`src/rtl/store_buffer.sv`:
```
// Store buffer: circular FIFO of pending CPU stores draining to a syncram port, loads take priority.
// Define STORE_BUFFER_FWD_EN to forward the youngest matching store to a load instead of stalling it.
module store_buffer #(
    parameter int DEPTH = 4
) (
    input  logic        clk,
    input  logic        reset,
    input  logic        cpu_wr,
    input  logic        cpu_rd,
    input  logic [31:0] cpu_addr,
    input  logic [31:0] cpu_wdata,
    output logic [31:0] cpu_rdata,
    output logic        stall,
    output logic        mem_wr,
    output logic [31:0] mem_addr,
    output logic [31:0] mem_write_data,
    input  logic [31:0] mem_read_data
);
    localparam int AW = $clog2(DEPTH);
    localparam int CW = AW + 1;

    logic [31:0]   r_addr [DEPTH];
    logic [31:0]   r_data [DEPTH];
    logic [AW-1:0] r_wptr;
    logic [AW-1:0] r_rptr;
    logic [CW-1:0] r_count;
    logic          r_ld_pend;

    logic          w_full;
    logic          w_hit;
    logic          w_wr_acc;
    logic          w_rd_acc;
    logic          w_mem_rd;
    logic          w_drain;
    logic [AW-1:0] w_idx;
`ifdef STORE_BUFFER_FWD_EN
    logic [31:0]   w_hit_data;
    logic          r_ld_fwd;
    logic [31:0]   r_fwd_data;
`endif

    assign w_full = (r_count == CW'(DEPTH));

    // Scan valid entries oldest to youngest so the last match is the youngest store.
    always_comb begin
        w_hit = 1'b0;
        w_idx = '0;
`ifdef STORE_BUFFER_FWD_EN
        w_hit_data = '0;
`endif
        for (int i = 0; i < DEPTH; i++) begin
            w_idx = r_rptr + AW'(i);
            if (cpu_rd && (CW'(i) < r_count) && (r_addr[w_idx] == cpu_addr)) begin
                w_hit = 1'b1;
`ifdef STORE_BUFFER_FWD_EN
                w_hit_data = r_data[w_idx];
`endif
            end
        end
    end

`ifdef STORE_BUFFER_FWD_EN
    assign stall = cpu_wr & w_full;
`else
    assign stall = cpu_wr ? w_full : (cpu_rd & w_hit);
`endif

    assign w_wr_acc = cpu_wr & ~w_full;
    assign w_rd_acc = cpu_rd & ~cpu_wr & ~stall;
    // A non-hazard read occupies the port even when a concurrent store makes the CPU ignore its data.
    assign w_mem_rd = cpu_rd & ~w_hit;
    assign w_drain  = ~w_mem_rd & (r_count != '0);

    always_comb begin
        mem_wr         = 1'b0;
        mem_addr       = '0;
        mem_write_data = '0;
        if (w_mem_rd) begin
            mem_addr = cpu_addr;
        end else if (w_drain) begin
            mem_wr         = 1'b1;
            mem_addr       = r_addr[r_rptr];
            mem_write_data = r_data[r_rptr];
        end
    end

    always_ff @(posedge clk or negedge reset) begin
        if (!reset) begin
            r_wptr    <= '0;
            r_rptr    <= '0;
            r_count   <= '0;
            r_ld_pend <= 1'b0;
            cpu_rdata <= '0;
`ifdef STORE_BUFFER_FWD_EN
            r_ld_fwd   <= 1'b0;
            r_fwd_data <= '0;
`endif
        end else begin
            if (w_wr_acc) begin
                r_wptr <= r_wptr + AW'(1);
            end
            if (w_drain) begin
                r_rptr <= r_rptr + AW'(1);
            end
            case ({w_wr_acc, w_drain})
                2'b10:   r_count <= r_count + CW'(1);
                2'b01:   r_count <= r_count - CW'(1);
                default: r_count <= r_count;
            endcase
            r_ld_pend <= w_rd_acc;
`ifdef STORE_BUFFER_FWD_EN
            r_ld_fwd   <= w_rd_acc & w_hit;
            r_fwd_data <= w_hit_data;
            if (r_ld_pend) begin
                cpu_rdata <= r_ld_fwd ? r_fwd_data : mem_read_data;
            end
`else
            if (r_ld_pend) begin
                cpu_rdata <= mem_read_data;
            end
`endif
        end
    end

    // Entry storage needs no reset; validity is carried by the pointers and count.
    always_ff @(posedge clk) begin
        if (w_wr_acc) begin
            r_addr[r_wptr] <= cpu_addr;
            r_data[r_wptr] <= cpu_wdata;
        end
    end

endmodule

```
`config.mk`:
```
export PLATFORM = sky130hd
export DESIGN_NAME = store_buffer
export DESIGN_NICKNAME = d
export VERILOG_FILES = /design/src/rtl/store_buffer.sv
export SDC_FILE = /design/constraint.sdc
export NUM_CORES = 1
export LEC_CHECK = 0
export BUFFER_PORTS_ARGS = -buffer_cell sky130_fd_sc_hd__buf_4
export CORE_ASPECT_RATIO = 1.5
export CORE_UTILIZATION = 54
export DETAILED_ROUTE_END_ITERATION = 6
export HOLD_SLACK_MARGIN = 0.02
export PLACE_DENSITY = 0.84
export RECOVER_POWER = 25
export SYNTH_ARGS = -nofsm -noshare
export SYNTH_HDL_FRONTEND = slang
export SYNTH_SLANG_ARGS = --single-unit
```
`constraint.sdc`:
```
create_clock -name clk -period 7.6 [get_ports clk]
set_clock_uncertainty 0.05 [all_clocks]
set_input_delay 1.52 -clock clk [delete_from_list [all_inputs] [get_ports clk]]
set_output_delay 1.52 -clock clk [all_outputs]
set_load 0.05 [all_outputs]
```
Word-level counts from Yosys, hierarchy flattened
Memories as Yosys holds them, arrays and structs flattened. Cells that the tools add are included.

Word-level logic and storage cells: 59. Input port bits: 100. Bits in writable memories: 256. Output and inout bits: 98. Register bits: 40. Memories: 2.

Memory list: r_addr (depth 4, width 32, read ports 4, clocked after memory_dff 0, wr ports 1, RTL line 22) `logic [31:0] r_addr [DEPTH];`; r_data (depth 4, width 32, read ports 1, clocked after memory_dff 0, wr ports 1, RTL line 23) `logic [31:0] r_data [DEPTH];`.

$add $sub $neg: 6. Eq/ne operators: 7. Multiplexer cells: 14. Magnitude comparators: 4. Reductions and logical operators: 10. Bitwise operators: 11.

Operator list (count): equality test 32 bit (4); 2-to-1 mux 32 bit (4); 2-to-1 mux 1 bit (9); logical AND 1 bit (8); AND 1 bit (6); < comparator 1 x 3 -> 1 bit, first input constant (2); < comparator 2 x 3 -> 1 bit, first input constant (2); case mux 3 bit (2 select lines) (1); inverter 1 bit (5); adder 2 x 1 -> 2 bit, second input constant (2); adder 2 bit, second input constant (2); adder 3 x 1 -> 3 bit, second input constant (1); equality test 3 bit, second input constant (1); nonzero test 3 bit (1); subtractor 3 x 1 -> 3 bit, second input constant (1); equality test 2 x 1 -> 1 bit, second input constant (1); equality test 2 bit, second input constant (1); nonzero test 2 bit (1).

Logic depth before layout (Yosys ltp)
Gate-level depths: netlist of the first run.

Word-level depth: 13. Mapped depth: 15. Mapped depth without buffers: 13.

Worst setup path after synthesis of the first run
OpenSTA, ideal clock, no wires.

Kind: input to output. Start: input cpu_rd. End: output mem_addr[0]. Cell stages on the path: 11. Setup slack: 1.254 ns. Arrival time: 4.776 ns. Data required time: 6.030 ns. Buffers on the path: 3. Cells stage by stage: buf_1 > o31ai_1 > a31oi_1 > nand3b_1 > or4_1 > nor4_2 > a32oi_2 > and3_1 > buf_6 > buf_4 > o21ai_0.

Word-level cells in the longest chain between the ends: 12. Elaborated cells between the ends (all ways): 18. Classes of those cells: mux (6); bitwise (4); reduce/logical (8).

Ends and longest elaborated chain: start: declaration (RTL line 9) `input logic cpu_rd,`; logical AND 1 bit (2 in a row) (RTL line 53) `if (cpu_rd && (CW'(i) < r_count) && (r_addr[w_idx] == cpu_addr)) begin`; 2-to-1 mux 1 bit (4 in a row) (RTL line 53); inverter 1 bit (RTL line 71) `assign w_mem_rd = cpu_rd & ~w_hit;`; AND 1 bit * (RTL line 71); inverter 1 bit (RTL line 72) `assign w_drain = ~w_mem_rd & (r_count != '0);`; AND 1 bit (RTL line 72); 2-to-1 mux 32 bit (RTL line 80) `end else if (w_drain) begin`; 2-to-1 mux 32 bit * (RTL line 78) `if (w_mem_rd) begin`; end: declaration (RTL line 15) `output logic [31:0] mem_addr,`.

Every way passes the cells marked *; elsewhere a longest branch is shown, timed or not.

Worst setup path in the final report of the first run
Start: register r_rptr[1]. End: output mem_addr[23].

Word-level cells in the longest chain between the ends: 13. Elaborated cells between the ends (all ways): 22. Classes of those cells: add/sub (3); eq/ne (4); mux (6); bitwise (4); reduce/logical (4); memory (1).

Ends and longest elaborated chain: start: declaration (RTL line 25) `logic [AW-1:0] r_rptr;`; start signal: assignment (RTL line 103) `r_rptr <= r_rptr + AW'(1);`; adder 2 x 1 -> 2 bit / memory read (4 x 32 bit) (equally long branches); memory read (4 x 32 bit) *; equality test 32 bit / logical AND 1 bit (equally long branches) (RTL line 53); logical AND 1 bit / 2-to-1 mux 1 bit (equally long branches) (RTL line 53); 2-to-1 mux 1 bit (3 in a row) (RTL line 53); inverter 1 bit (RTL line 71); AND 1 bit (RTL line 71); inverter 1 bit (RTL line 72); AND 1 bit (RTL line 72); 2-to-1 mux 32 bit (RTL line 80); 2-to-1 mux 32 bit * (RTL line 78).

Marks and branches as above.

==> results of run 1 <==
==> through the flow <==
step	util [%]	total power, mW	setup WS, ns	instances	area [µm²]
after floorplan	-	5.28	1.25	1035	15900
after global placement	60.8	6.19	1.37	1555	17600
after global routing	63.5	7.94	0.480	1607	18300
final	63.5	7.63	0.693	1607	18300
after CTS	64.0	7.67	0.677	1607	18500
after detailed placement	60.8	6.25	1.31	1555	17600
==> cell usage after synthesis, types with 2 or more instances <==
master / count / area share (%)
edfxtp_1: 256 / 48
mux2i_1: 133 / 8.4
xnor2_1: 103 / 5.7
mux4_2: 89 / 13
mux2_2: 45 / 3.2
dfrtp_1: 40 / 6.3
and2_1: 34 / 1.3
clkbuf_1: 33 / 0.78
nor2b_1: 26 / 1.0
nand4_1: 22 / 0.86
inv_1: 17 / 0.40
mux2_4: 17 / 1.6
nand2_1: 17 / 0.40
buf_2: 16 / 0.50
buf_1: 14 / 0.33
nand2b_1: 13 / 0.51
xor2_1: 13 / 0.71
o21ai_0: 12 / 0.38
buf_4: 10 / 0.47
nor2_1: 10 / 0.24
a21oi_1: 9 / 0.28
ha_1: 9 / 0.71
nand3_1: 8 / 0.25
o22ai_1: 8 / 0.31
buf_6: 7 / 0.49
and3_1: 5 / 0.20
o2111ai_1: 5 / 0.27
a31oi_1: 4 / 0.16
nor3_1: 4 / 0.13
nor4_1: 4 / 0.16
o2bb2ai_1: 4 / 0.22
a211oi_1: 3 / 0.14
a22oi_1: 3 / 0.14
buf_8: 3 / 0.28
or4_1: 3 / 0.14
a221oi_1: 2 / 0.11
a311oi_1: 2 / 0.11
a32oi_1: 2 / 0.11
buf_12: 2 / 0.25
o211ai_1: 2 / 0.094
o221ai_1: 2 / 0.11
o31ai_1: 2 / 0.094
==> flip-flops by register name, indices dropped and copies added (netlist names) <==
register	count
r_addr	128
r_data	128
cpu_rdata	32
r_count	3
r_rptr	2
r_wptr	2
r_ld_pend	1
==> per-layer routing <==
metal	up-vias	wire, µm
li1	4333	-
met1	4906	13500
met2	419	20100
met3	139	2290
met4	0	2540
met5	-	0
==> area by class of cell <==
class | instances | area [µm²]
inverters | 18 | 67.6
repair buffers | 215 | 1470
clock inverters | 21 | 216
well taps | 390 | 488
fillers | 2183 | 10600
flip-flops and latches | 296 | 8700
multi-input cells | 636 | 6700
clock buffers | 31 | 712
==> cells by family after synthesis <==
logic type	after synthesis	share of synthesized area (%)
multiplexers	285	25.9
adder cells (fa/ha/maj)	9	0.707
AND/OR/NAND/NOR	152	5.57
flip-flops	296	54.5
buffers and inverters	103	3.53
AO/OA/AOI/OAI	74	3.42
XOR/XNOR	116	6.38
==> power groups by stage <==
stage                     logic [mW]  clock network [mW]  registers [mW]
after floorplan                 2.93                   0            2.35
after global placement          3.81                   0            2.38
after detailed placement        3.84                   0            2.41
after CTS                       3.86                1.44            2.38
after global routing            4.04                1.48            2.41
final                           3.84                1.41            2.38
==> cell usage in the layout, fill, tap and decap left out, types with 3 or more instances in the layout <==
| cell type | instances |
|---|---|
| o2111ai_1 | 5 |
| o22ai_1 | 8 |
| mux4_2 | 89 |
| xor2_1 | 13 |
| o2bb2ai_1 | 4 |
| nand2b_1 | 13 |
| a31oi_1 | 4 |
| buf_4 | 168 |
| edfxtp_1 | 256 |
| a22oi_1 | 3 |
| nor2_1 | 10 |
| nand3_1 | 8 |
| mux2_4 | 17 |
| dfrtp_1 | 38 |
| inv_1 | 17 |
| a211oi_1 | 3 |
| and3_2 | 5 |
| nor3_1 | 4 |
| clkbuf_1 | 48 |
| o21ai_0 | 12 |
| or4_1 | 3 |
| ha_1 | 9 |
| a21oi_1 | 9 |
| and2_1 | 34 |
| xnor2_1 | 103 |
| mux2i_1 | 133 |
| clkbuf_16 | 28 |
| clkinv_2 | 6 |
| bufinv_16 | 4 |
| nand2_1 | 17 |
| mux2_2 | 45 |
| nand4_1 | 22 |
| nor4_1 | 4 |
| clkinv_1 | 7 |
| nor2b_1 | 25 |
==> worst max-delay path by stage <==
stage          cells after the start      endpoint  slack (ns)      start
4_1_cts                           11  mem_addr[29]        0.68  r_rptr[0]
2_1_floorplan                     11   mem_addr[0]        1.25     cpu_rd
6_report                          12  mem_addr[23]        0.69  r_rptr[1]
5_1_grt                           11  mem_addr[23]        0.48  r_rptr[0]
3_5_place_dp                      11  mem_addr[29]        1.31  r_rptr[0]
3_3_place_gp                      11   mem_addr[8]        1.37  r_rptr[0]
==> worst max-delay path: cells and delay by family, from the launching register on <==
family / cells / cell delay, ns
buf+inv: 4 / 1.13
flops: 1 / 1.00
mux: 3 / 0.82
compound gates: 2 / 0.77
simple gates: 2 / 0.71
xor+xnor: 1 / 0.28
==> results.json, run 1 <==
{
  "fin_tns_setup_ns": 0,
  "gr-max-usage-layer": "met2",
  "clk_latency_ns": 0.57,
  "path_common_cell": "buf_4",
  "hpwlAfterDp_mm": 26.5,
  "initial_core_util_pct": 55.1,
  "whs_endpoint": "cpu_rdata[4]",
  "grt.met1_usage_pct": 28.3,
  "ir_drop_v": 0.000299,
  "cp_max_fo": 52,
  "io_buffers": 197,
  "core_um2": 28900,
  "seq_power_share_pct": 31.2,
  "r2r_slack_ns": 3.05,
  "dieWidth_um": 142,
  "report.final.setup_viol": 0,
  "drc_errors": 0,
  "first_pass_iters": 6,
  "ys_seq_area_share_pct": 54.5,
  "status": "complete, but fails checks",
  "final_antenna_net_count": 0,
  "ff2ff_path_depth": 13,
  "finalCritPeriodShare_pct": 90.9,
  "criticalPathCategory": "flop to output pin",
  "wl_per_cell_um": 23.9,
  "layout.nets": 1304,
  "hold_buffers": 0,
  "tightestPinTransition_ns": 2.20,
  "clockPowerShare_pct": 18.5,
  "max_stage_delay_ns": 1.00,
  "maxSlewHeadroom_pct": -46.8,
  "r2r-start": "r_rptr[1]",
  "drive_gt1_share_pct": 31.1,
  "endpoint_kind": "output pin",
  "p_leak_nw": 6.70,
  "clock.fmax_ghz": 0.145,
  "internal-power_mw": 4.55,
  "via_count": 9797,
  "hp-class": "flop to flop",
  "path_cells": "buf_12, buf_4, mux2i_1, mux2i_1, xnor2_1, nand4_1, a2111oi_1, a32oi_2, and3_2, buf_4, mux2_4, buf_4",
  "clock-sinks": 296,
  "use_met3_pct": 3.54,
  "r2r_end": "r_count[2]",
  "clk_path_buf_depth": 3,
  "diodes": 0,
  "die_y_um": 212,
  "min_period_ns": 6.91,
  "vias_per_cell": 6.10,
  "grt_start_max_net_pins": 65,
  "swShare_pct": 40.4,
  "timing.hold.ws_ns": 0.457,
  "postCtsSetupBuffers": 0,
  "slew_violations": 41,
  "grtUsageTotal_pct": 25.4,
  "cp_slowest_cell": "dfrtp_4",
  "synth-edff-count": 256,
  "cts_buffers": 28,
  "violations": "max-capacitance violations, max-slew violations",
  "post_synth.cell_area_avg_um2": 15.4,
  "cts_tree": "yes",
  "holdPathStages": 1,
  "grt_pass1_vias": 9890,
  "cts_root_buf": "clkbuf_16",
  "io_pins": 198,
  "comb_power_share_pct": 50.3,
  "area_growth_syn_to_layout_pct": 15.1,
  "hp-start": "cpu_rdata[4]",
  "ys_ff_latch": 296,
  "p_sw_mw": 3.08,
  "hold_viol": 0,
  "synthDistinctLibCells": 64,
  "drt_iter0_markers": 747,
  "rsz0062_at_grt": "false",
  "synth_area_um2": 15900,
  "max_cap_violations": 1,
  "h-tree-depth": 1,
  "grt_overflow": 0,
  "grt_pass1_wl_mm": 56.4,
  "cp.required_ns": 6.03,
  "grtUsageMet2_pct": 45.1,
  "start_kind": "flop",
  "drt-total-wl_mm": 38.4,
  "post_cts_resized": 0,
  "rows": 76,
  "gp_congestion": 0.982,
  "powerDensity_nw_per_um2": 416,
  "synthArstFlopShare_pct": 13.5,
  "crit_arrival_ns": 5.34,
  "clk_pin_slew_worst_paths_ns": 0.07,
  "ys.flop_type": "edfxtp_1",
  "synth_fp_nets": 1144,
  "yosysWarnings": 0,
  "die-area_um2": 30200,
  "synth_cells": 1035,
  "antenna_found_initial": 0
}
Note: power is estimated with default switching activity, not from simulation.
==> inputs of run 2 (changes only) <==
--- a/config.mk
+++ b/config.mk
@@ -5,7 +5,7 @@
 export SDC_FILE = /design/constraint.sdc
 export NUM_CORES = 1
 export LEC_CHECK = 0
-export BUFFER_PORTS_ARGS = -buffer_cell sky130_fd_sc_hd__buf_4
+export BUFFER_PORTS_ARGS = -buffer_cell sky130_fd_sc_hd__clkbuf_2
 export CORE_ASPECT_RATIO = 1.5
 export CORE_UTILIZATION = 54
 export DETAILED_ROUTE_END_ITERATION = 6
==> run 2 against run 1 <==
Compared with the run above: the run ends with design-rule violations left; global-route usage up 0.68 points; sequential cell count is the same; clock power increased by 9%; routed wire length rose by 1.3%; highest routed layer unchanged; via count barely moved; count of clock-buffer cells in the layout up 7; first-iteration DRC count down 5.2%.
==> results.json, run 2 (same netlist as run 1, synthesis figures left out) <==
{
  "status": "complete, but fails checks",
  "violations": "design-rule violations",
  "final_common_cell": "edfxtp_1",
  "first_pass_iters": 7,
  "rows": 76,
  "antenna_found_initial": 0,
  "tightestPinTransition_ns": 1.21,
  "criticalPathCategory": "flop to output pin",
  "grtUsageTotal_pct": 26.1,
  "rsz0062_at_grt": "false",
  "crit_arrival_ns": 5.36,
  "grt_pass1_wl_mm": 58.0,
  "layout.nets": 1303,
  "io_buffers": 197,
  "clk_pin_slew_worst_paths_ns": 0.07,
  "drt_iter0_markers": 708,
  "maxSlewHeadroom_pct": 19.6,
  "min_period_ns": 6.93,
  "final_antenna_net_count": 0,
  "via_count": 9802,
  "clk_path_buf_depth": 3,
  "cts_root_buf": "clkbuf_16",
  "initial_core_util_pct": 55.1,
  "report.final.setup_viol": 0,
  "finalCritPeriodShare_pct": 91.1,
  "clk_latency_ns": 0.56,
  "wl_per_cell_um": 24.2,
  "max_cap_violations": 0,
  "die-area_um2": 30200,
  "start_kind": "flop",
  "hold_buffers": 0,
  "pre_cts_slack_ns": 1.35,
  "drc_errors": 1,
  "grt_overflow": 0,
  "hold_viol": 0,
  "fin_tns_setup_ns": 0,
  "final_cell_mix": "256 x edfxtp_1, 154 x clkbuf_2, 133 x mux2i_1",
  "hpwlAfterDp_mm": 26.8,
  "post_cts_resized": 0,
  "vias_per_cell": 6.10,
  "top_regs": "r_addr: 128 flops, r_data: 128 flops, cpu_rdata: 32 flops",
  "io_pins": 198,
  "dieWidth_um": 142,
  "cts_buffers": 28,
  "cp_max_fo": 61,
  "grt_start_max_net_pins": 83,
  "n_fill_cell": 2202,
  "endpoint_kind": "output pin",
  "die_y_um": 212,
  "area_growth_syn_to_layout_pct": 13.5,
  "grt_pass1_vias": 9985,
  "h-tree-depth": 1,
  "diodes": 0,
  "powerDensity_nw_per_um2": 424,
  "ff2ff_path_depth": 12,
  "cp.required_ns": 6.03,
  "drt-total-wl_mm": 38.9,
  "gp_congestion": 0.966,
  "slew_violations": 0,
  "drive_gt1_share_pct": 31.4,
  "postCtsSetupBuffers": 0,
  "core_um2": 28900,
  "hp-class": "flop to flop",
  "holdPathStages": 1,
  "power_mw": 7.68,
  "cts_tree": "yes",
  "clock-sinks": 296,
  "ir_drop_v": 0.000250,
  "p_leak_nw": 6.65,
  "clock.fmax_ghz": 0.144,
  "setup_slack_ns": 0.674
}
## run 2: changes by cell type in the layout (fill, tap and decap cells not counted), moves of 2 or more
cell / previous run / this run
clkbuf_16: 28 / 32
clkinv_2: 6 / 2
clkinv_1: 7 / 2
buf_12: 2 / 4
buf_4: 168 / 13
clkbuf_2: 0 / 154
## run 2: layout make-up
type	count	area, µm²	area share, %
repair buffers	214	1110	6.14
multi-input cells	636	6700	37.0
well taps	390	488	2.70
flip-flops and latches	296	8700	48.1
inverters	18	67.6	0.373
clock inverters	14	210	1.16
clock buffers	38	823	4.55
## run 2: power by group
group,internal (mW),switching [mW]
Combinational,1.51,2.27
Clock,0.935,0.606
Sequential,2.13,0.230
Total,4.57,3.11
## run 2: worst max-delay path, cell delays in order, from the launching register on
cell      delay (ns)
dfrtp_4         1.07
buf_12          0.34
mux4_2          0.56
xnor2_1         0.23
nand2_1         0.15
nor4b_1         0.07
nor4bb_1        0.14
a32oi_1         0.55
and3_2          0.70
buf_12          0.26
mux2_2          0.35
clkbuf_2        0.23
## run 2: per-layer routing
metal  routed length (µm)  global-route usage (%)  vias to the layer above
li1                     -                       -                     4338
met2                20100                    45.7                      395
met3                 2120                    3.51                      102
met4                 2400                    17.1                        0
met5                    0                       0                        -
met1                14300                    29.7                     4967
## run 2: metrics by stage
step           hold WS [ns]  instances  cell area, µm²  utilization [%]
2_1_floorplan         0.465       1035           15900                -
3_3_place_gp          0.438       1554           17100             59.2
3_5_place_dp          0.444       1554           17100             59.2
4_1_cts               0.459       1606           18100             62.8
5_1_grt               0.471       1606           18100             62.6
6_report              0.455       1606           18100             62.6
## run 2: worst paths after layout
check                           endpoint  slack (ns)           from
min in group asynchronous      r_rptr[1]        1.06          reset
setup / recovery             mem_addr[1]        0.67      r_rptr[1]
hold / removal             cpu_rdata[17]        0.45  cpu_rdata[17]
hold reg to reg            cpu_rdata[17]        0.45  cpu_rdata[17]
setup reg to reg              r_count[2]        3.01      r_rptr[1]
max in group asynchronous      r_rptr[0]        5.75          reset
==> inputs of run 3 (changes only) <==
--- a/config.mk
+++ b/config.mk
@@ -6,8 +6,8 @@
 export NUM_CORES = 1
 export LEC_CHECK = 0
 export BUFFER_PORTS_ARGS = -buffer_cell sky130_fd_sc_hd__clkbuf_2
-export CORE_ASPECT_RATIO = 1.5
 export CORE_UTILIZATION = 54
+export CTS_CLUSTER_SIZE = 30
 export DETAILED_ROUTE_END_ITERATION = 6
 export HOLD_SLACK_MARGIN = 0.02
 export PLACE_DENSITY = 0.84
==> run 3 against run 2 <==
Compared with the run above: the flow now finishes without violations; combinational power down 1%; count of clock-buffer cells in the layout up 5; utilization up 0.083 points; sequential power about the same; register-to-register slack better by 0.15 ns; sequential share of layout area about the same; critical path depth down 1; maximum frequency down 2.9%.
==> results.json, run 3 (same netlist as run 1, synthesis figures left out) <==
{
  "cts_root_buf": "clkbuf_16",
  "dieWidth_um": 174,
  "grt_pass1_wl_mm": 57.7,
  "drive_gt1_share_pct": 31.3,
  "first_pass_iters": 7,
  "r2r_end": "r_count[2]",
  "tightestPinTransition_ns": 1.25,
  "top_regs": "r_addr: 128 flops, r_data: 128 flops, cpu_rdata: 32 flops",
  "die-area_um2": 30200,
  "postCtsSetupBuffers": 0,
  "cts_tree": "yes",
  "holdPathStages": 1,
  "antenna_found_initial": 3,
  "criticalPathCategory": "flop to output pin",
  "cp.required_ns": 6.03,
  "final_common_cell": "edfxtp_1",
  "final_antenna_net_count": 0,
  "dp.cells": 1546,
  "max_cap_violations": 0,
  "grtUsageTotal_pct": 25.2,
  "vias_per_cell": 6.12,
  "clk_path_buf_depth": 3,
  "hp-class": "flop to flop",
  "final_cell_mix": "256 x edfxtp_1, 154 x clkbuf_2, 133 x mux2i_1",
  "hold_viol": 0,
  "cp_max_fo": 40,
  "ff2ff_path_depth": 11,
  "setup_slack_ns": 0.470,
  "maxSlewHeadroom_pct": 16.7,
  "wl_per_cell_um": 23.7,
  "rsz0062_at_grt": "false",
  "powerDensity_nw_per_um2": 420,
  "initial_core_util_pct": 55.2,
  "finalCritPeriodShare_pct": 93.8,
  "layout.nets": 1307,
  "endpoint_kind": "output pin",
  "grt_overflow": 0,
  "die_y_um": 174,
  "r2r_slack_ns": 3.16,
  "final_cells": 1608,
  "min_period_ns": 7.13,
  "clk_latency_ns": 0.52,
  "via_count": 9840,
  "ir_drop_v": 0.000283,
  "io_buffers": 197,
  "p_leak_nw": 6.65,
  "gp_congestion": 0.962,
  "timing.hold.ws_ns": 0.454,
  "drc_errors": 0,
  "h-tree-depth": 2,
  "drt-total-wl_mm": 38.1,
  "grt_pass1_vias": 9852,
  "slew_violations": 0,
  "core_um2": 28900,
  "hpwlAfterDp_mm": 25.8,
  "hp-start": "cpu_rdata[24]",
  "fin_util_pct": 62.7,
  "crit_arrival_ns": 5.56,
  "report.final.setup_viol": 0,
  "grt_start_max_net_pins": 62,
  "whs_endpoint": "cpu_rdata[24]",
  "hold_buffers": 0,
  "clock.fmax_ghz": 0.140,
  "fin_tns_setup_ns": 0,
  "r2r-start": "r_rptr[0]",
  "rows": 62,
  "clk_pin_slew_worst_paths_ns": 0.06,
  "clock-sinks": 296,
  "drt_iter0_markers": 1152,
  "status": "completed",
  "cts_buffers": 34,
  "area_growth_syn_to_layout_pct": 13.5,
  "pre_cts_slack_ns": 0.992,
  "io_pins": 198,
  "start_kind": "flop",
  "post_cts_resized": 0
}
-- run 3: per-stage QoR --
step	cell area [µm²]	power (mW)
global placement	17100	6.03
CTS	18100	7.64
floorplan	15900	5.28
finish	18100	7.60
global route	18100	7.93
detailed placement	17100	6.09
-- run 3: worst max path at each step --
stage / from / slack [ns] / cells after the start / endpoint
2_1_floorplan: cpu_rd / 1.25 / 11 / mem_addr[0]
3_3_place_gp: cpu_addr[21] / 1.10 / 10 / mem_addr[25]
3_5_place_dp: cpu_addr[21] / 0.99 / 10 / mem_addr[25]
4_1_cts: r_rptr[0] / 0.50 / 10 / mem_addr[25]
5_1_grt: r_rptr[0] / 0.28 / 10 / mem_addr[25]
6_report: r_rptr[0] / 0.47 / 10 / mem_addr[25]
-- run 3: metal layers --
metal	vias to the layer above	routed length (µm)	global-route usage (%)
met4	2	1140	8.77
li1	4344	-	-
met3	77	3150	5.83
met2	456	18700	41.1
met1	4961	15100	33.4
met5	-	17	0
-- run 3: where the power goes --
| group | switching [mW] | total, mW | internal [mW] |
|---|---|---|---|
| logic | 2.24 | 3.74 | 1.50 |
| registers | 0.218 | 2.34 | 2.13 |
| clock network | 0.630 | 1.52 | 0.892 |
| total | 3.09 | 7.60 | 4.52 |
-- run 3: cell type report --
type | instances | area [µm²]
inverter | 18 | 67.6
clock inverter | 18 | 135
multi-input combinational | 636 | 6690
sequential | 296 | 8700
fill | 2188 | 10800
clock buffer | 43 | 916
antenna | 1 | 2.50
tap | 384 | 480
timing repair buffer | 212 | 1090
-- run 3: worst max-delay path: stages (launching register included) --
cell	delay, ns
dfrtp_4	0.67
inv_2	0.85
mux2i_1	0.41
xnor2_1	0.21
nand4_1	0.19
nor3_1	0.11
a32oi_1	0.74
and3_2	0.74
buf_4	0.41
mux2i_1	0.34
clkbuf_2	0.34
